`src/rtl/imem_loader.sv`:
```
// rtl/imem_loader.sv - framed byte-stream loader that fills instruction memory and gates CPU reset
module imem_loader #(
  parameter int ADDR_W = 10
) (
  input  logic              clk,
  input  logic              reset,
  input  logic              start,
  input  logic              rx_valid,
  input  logic [7:0]        rx_data,
  output logic              rx_ready,
  output logic              imem_we,
  output logic [ADDR_W-1:0] imem_addr,
  output logic [31:0]       imem_wdata,
  output logic              cpu_reset,
  output logic              done,
  output logic              error
);

  typedef enum logic [2:0] {
    S_IDLE,
    S_LEN_HI,
    S_LEN_LO,
    S_DATA,
    S_CSUM,
    S_DONE,
    S_ERR
  } state_t;

  // Largest image that fits in the instruction memory, in words.
  localparam logic [16:0] MAX_LEN = 17'(1) << ADDR_W;

  state_t            state_q, state_d;
  logic [15:0]       len_q, len_d;
  logic [1:0]        byte_cnt_q, byte_cnt_d;
  logic [23:0]       shift_q, shift_d;
  logic [15:0]       word_idx_q, word_idx_d;
  logic [7:0]        xor_q, xor_d;
  logic              imem_we_q, imem_we_d;
  logic [ADDR_W-1:0] imem_addr_q, imem_addr_d;
  logic [31:0]       imem_wdata_q, imem_wdata_d;
  logic              cpu_reset_q, cpu_reset_d;
  logic              done_q, done_d;
  logic              error_q, error_d;

  logic              accept;
  logic [15:0]       new_len;

  assign rx_ready   = (state_q == S_LEN_HI) || (state_q == S_LEN_LO) ||
                      (state_q == S_DATA)   || (state_q == S_CSUM);
  assign accept     = rx_valid && rx_ready;
  assign new_len    = {len_q[7:0], rx_data};

  assign imem_we    = imem_we_q;
  assign imem_addr  = imem_addr_q;
  assign imem_wdata = imem_wdata_q;
  assign cpu_reset  = cpu_reset_q;
  assign done       = done_q;
  assign error      = error_q;

  // Next-state, word assembly, checksum and registered status outputs.
  always_comb begin
    state_d      = state_q;
    len_d        = len_q;
    byte_cnt_d   = byte_cnt_q;
    shift_d      = shift_q;
    word_idx_d   = word_idx_q;
    xor_d        = xor_q;
    imem_we_d    = 1'b0;
    imem_addr_d  = imem_addr_q;
    imem_wdata_d = imem_wdata_q;

    case (state_q)
      S_IDLE, S_DONE, S_ERR: begin
        if (start) begin
          // Every (re)load starts from a clean checksum and word address 0.
          state_d    = S_LEN_HI;
          xor_d      = 8'h00;
          word_idx_d = 16'h0000;
          byte_cnt_d = 2'd0;
        end
      end
      S_LEN_HI: begin
        if (accept) begin
          len_d   = {8'h00, rx_data};
          state_d = S_LEN_LO;
        end
      end
      S_LEN_LO: begin
        if (accept) begin
          len_d = new_len;
          if (new_len == 16'h0000) begin
            state_d = S_CSUM;
          end else if ({1'b0, new_len} > MAX_LEN) begin
            state_d = S_ERR;
          end else begin
            state_d = S_DATA;
          end
        end
      end
      S_DATA: begin
        if (accept) begin
          xor_d      = xor_q ^ rx_data;
          byte_cnt_d = byte_cnt_q + 2'd1;
          shift_d    = {shift_q[15:0], rx_data};
          if (byte_cnt_q == 2'd3) begin
            imem_we_d    = 1'b1;
            imem_addr_d  = word_idx_q[ADDR_W-1:0];
            imem_wdata_d = {shift_q, rx_data};
            word_idx_d   = word_idx_q + 16'd1;
            if (word_idx_q == len_q - 16'd1) begin
              state_d = S_CSUM;
            end
          end
        end
      end
      S_CSUM: begin
        if (accept) begin
          state_d = (rx_data == xor_q) ? S_DONE : S_ERR;
        end
      end
      default: state_d = S_IDLE;
    endcase

    // Status follows the state being entered so it is valid from the same edge.
    cpu_reset_d = (state_d != S_DONE);
    done_d      = (state_d == S_DONE);
    error_d     = (state_d == S_ERR);
  end

  // State and output registers; reset abandons any frame and drops a pending write.
  always_ff @(posedge clk or negedge reset) begin
    if (!reset) begin
      state_q      <= S_IDLE;
      len_q        <= 16'h0000;
      byte_cnt_q   <= 2'd0;
      shift_q      <= 24'h000000;
      word_idx_q   <= 16'h0000;
      xor_q        <= 8'h00;
      imem_we_q    <= 1'b0;
      imem_addr_q  <= '0;
      imem_wdata_q <= 32'h00000000;
      cpu_reset_q  <= 1'b1;
      done_q       <= 1'b0;
      error_q      <= 1'b0;
    end else begin
      state_q      <= state_d;
      len_q        <= len_d;
      byte_cnt_q   <= byte_cnt_d;
      shift_q      <= shift_d;
      word_idx_q   <= word_idx_d;
      xor_q        <= xor_d;
      imem_we_q    <= imem_we_d;
      imem_addr_q  <= imem_addr_d;
      imem_wdata_q <= imem_wdata_d;
      cpu_reset_q  <= cpu_reset_d;
      done_q       <= done_d;
      error_q      <= error_d;
    end
  end

endmodule

```
`config.mk`:
```
export PLATFORM = sky130hd
export DESIGN_NAME = imem_loader
export DESIGN_NICKNAME = d
export VERILOG_FILES = /design/src/rtl/imem_loader.sv
export SDC_FILE = /design/constraint.sdc
export NUM_CORES = 1
export LEC_CHECK = 0
export CAP_MARGIN = 15
export CORE_AREA = 10 10 105 107
export DETAILED_ROUTE_END_ITERATION = 8
export DIE_AREA = 0 0 115 117
export GPL_TIMING_DRIVEN = 0
export MAX_ROUTING_LAYER = met4
export PLACE_DENSITY = 0.95
export SYNTH_ARGS = -nofsm -noshare
export SYNTH_HDL_FRONTEND = slang
export SYNTH_SLANG_ARGS = --single-unit
```
`constraint.sdc`:
```
create_clock -name clk -period 7.04 [get_ports clk]
set_clock_uncertainty 0.15 [all_clocks]
set_input_delay 1.056 -clock clk [delete_from_list [all_inputs] [get_ports clk]]
set_output_delay 1.056 -clock clk [all_outputs]
set_load 0.01 [all_outputs]
```
==> reports/qor.yml <==
layout_commonest_cell: "dfrtp_1"
p_leak_nw: 3.022
path_class: "flop to output port"
total_power_w: 0.002222
reg2reg_from: "len_q[0]"
port_buffers: 58
viasPerCell: 6.144
post-route-period-util_pct: 49.04
cts_resized: 0
post-route-min-period_ps: 3453
fill_cells: 552
ir_drop_v: 0.0002612
multi_input_area_um2: 2342
detail_route.wl_per_cell_um: 20.95
cts_made_buffers: 17
ys_types: 55
tightestPinTransition_ps: 873.7
antenna_found_initial: 0
final_cell_mix: "dfrtp_1, nand2_1, clkdlybuf4s50_1, mux2_2, o21ai_0"
die_w_um: 115
r2r_slack_ps: 3890
synth_cells: 499
wirelength_um: 14680
cts_tree: "done"
grt_use_total_pct: 22.84
p_per_area_nw_per_um2: 335.0
hp-class: "flop to flop"
hold_viol: 0
gr-total-overflow: 0
syn-num-nets: 514
finalWorstSetupSlack_ps: 3587
start_util_pct: 59.31
final_layout_size_suffix_gt1_share_pct: 17.12
synth_edf_count: 0
die_area_um2: 13460
io_pins: 59
clock_sinks: 115
ys.flop_type: "dfrtp_1"
clkSlewWorstSetupHoldPaths_ps: 60
die_h_um: 117
hpwl_um: 9472
firstDrtPassIters: 6
grt_setup_unrepaired: "no"
worstPathArrival_ps: 2250
fmax_ghz: 0.2896
clk_path_buf_depth: 2
grt_pass1_vias: 4601
drc: 0
fp-row-count: 35
gp_congestion: 0.8935
worst_r2r_endpoint: "state_q[0]"
yosys_warnings: 0
endpoint: "rx_ready"
dr.first_iter.drc_count: 344
synthArstFlopShare_pct: 100.0
setup_viol: 0
core-area_um2: 9021
reg2reg_depth: 9
fin_nets: 592
avgSynthCellArea_um2: 10.72
vias: 4307
tns_ps: 0
status: "complete, no violations"
cap_violations: 0
crit_path_start_kind: "flop"
cts_hold_buf: 0
antenna_cells: 0
maxSlewViolCount: 0
required_ps: 5830
synthToLayoutAreaGrowth_pct: 23.97
ys_ff_latch: 115
syn_area_um2: 5350
cts_setup_buffers: 0
slew-limit-headroom_pct: 41.75
clockRootBuffer: "clkbuf_8"
endpoint_kind: "output port"
crit_fanout: 10
dpl_worst_slack_ps: 3242
cts_max_level: 4
ant_nets: 0
seqCellArea_um2: 2879
seq_area_frac_synth_pct: 53.81
whs_ps: 342.4
grt_pass1_wl_um: 23510
clock_latency_ps: 520
cp-startpoint: "state_q[0]"
grt_max_degree: 68
layout make-up:
class | count | share of cell area, %
Inverter | 6 | 0.3396
Clock buffer | 17 | 6.244
Timing Repair Buffer | 59 | 9.130
Tap cell | 111 | 2.094
Sequential cell | 115 | 43.41
Buffer | 25 | 1.603
Multi-Input combinational cell | 353 | 35.31
Clock inverter | 15 | 1.868
Yosys cell counts, types with 2 or more instances:
cell type	number	share of area, %
dfrtp_1	114	53
nand2_1	99	6.9
mux2_2	52	11
o21ai_0	34	3.2
xnor2_1	20	3.3
xor2_1	18	2.9
nor2_1	17	1.2
clkbuf_1	13	0.91
a21oi_1	11	1.0
nor3_1	9	0.84
a22o_1	7	1.1
buf_1	7	0.49
nand4_1	7	0.82
or3_1	7	0.82
nand3_1	6	0.56
inv_1	5	0.35
and2_1	4	0.47
buf_2	4	0.37
nand2b_1	4	0.47
nor3b_1	4	0.56
nor4_1	4	0.47
or4_1	4	0.56
a31oi_1	3	0.35
ha_1	3	0.70
nand3b_1	3	0.42
nor2b_1	3	0.35
a21boi_0	2	0.28
and3_1	2	0.23
and3b_1	2	0.33
mux2i_1	2	0.37
o21a_1	2	0.28
o22ai_1	2	0.23
o31ai_1	2	0.28
or2_1	2	0.23
worst min-delay path by stage:
stage,startpoint,endpoint,slack [ps],cells after the start
after floorplan,shift_q[16],shift_q[16],290,2
after global routing,byte_cnt_q[0],byte_cnt_q[0],370,1
after CTS,byte_cnt_q[0],byte_cnt_q[0],340,1
after global placement,shift_q[21],shift_q[21],310,2
after detailed placement,shift_q[16],shift_q[16],320,2
final,byte_cnt_q[0],byte_cnt_q[0],340,1
layer usage:
layer / vias to the layer above / track usage (%) / part of all wire (%)
met1: 2099 / 24.87 / 38
li1: 1886 / - / -
met5: - / - / 0
met4: 0 / 11.63 / 4.3
met2: 248 / 38.78 / 51
met3: 74 / 4.893 / 6.2
logic make-up (layout without fill, tap and decap cells):
kind of cell	count (synthesis)	in the layout	share of synthesized area [%]
buffers and inverters	31	122	2.409
XOR/XNOR	39	39	6.665
multiplexers	54	54	11.32
AND/OR/NAND/NOR	183	183	16.32
adder cells (fa/ha/maj)	3	3	0.7017
AO/OA/AOI/OAI	74	74	8.770
flip-flops	115	115	53.81
worst max-delay path, stage by stage, from the launching register on:
cell	delay [ps]
dfrtp_1	390
clkbuf_1	230
or3_1	440
and2_1	190
clkdlybuf4s50_1	480
report_power, final:
group	total, W	internal, W	switching (W)
Clock	0.000786	0.000441	0.000346
Sequential	0.000910	0.000800	0.000110
Combinational	0.000526	0.000303	0.000223
registers in the layout, summed over array words and instances (netlist names), 2 cells and up:
name,flops
shift_q,24
state_q,3
word_idx_q,16
len_q,16
xor_q,8
byte_cnt_q,2
imem_addr,10
imem_wdata,32
through the flow:
step | util (%) | area, µm² | cells
finish | 73.52 | 6633 | 701
floorplan | - | 5350 | 499
global placement | 67.28 | 6070 | 668
detailed placement | 67.56 | 6095 | 669
CTS | 73.52 | 6633 | 701
global route | 73.52 | 6633 | 701
No activity file was read; power rests on OpenSTA's default activity.
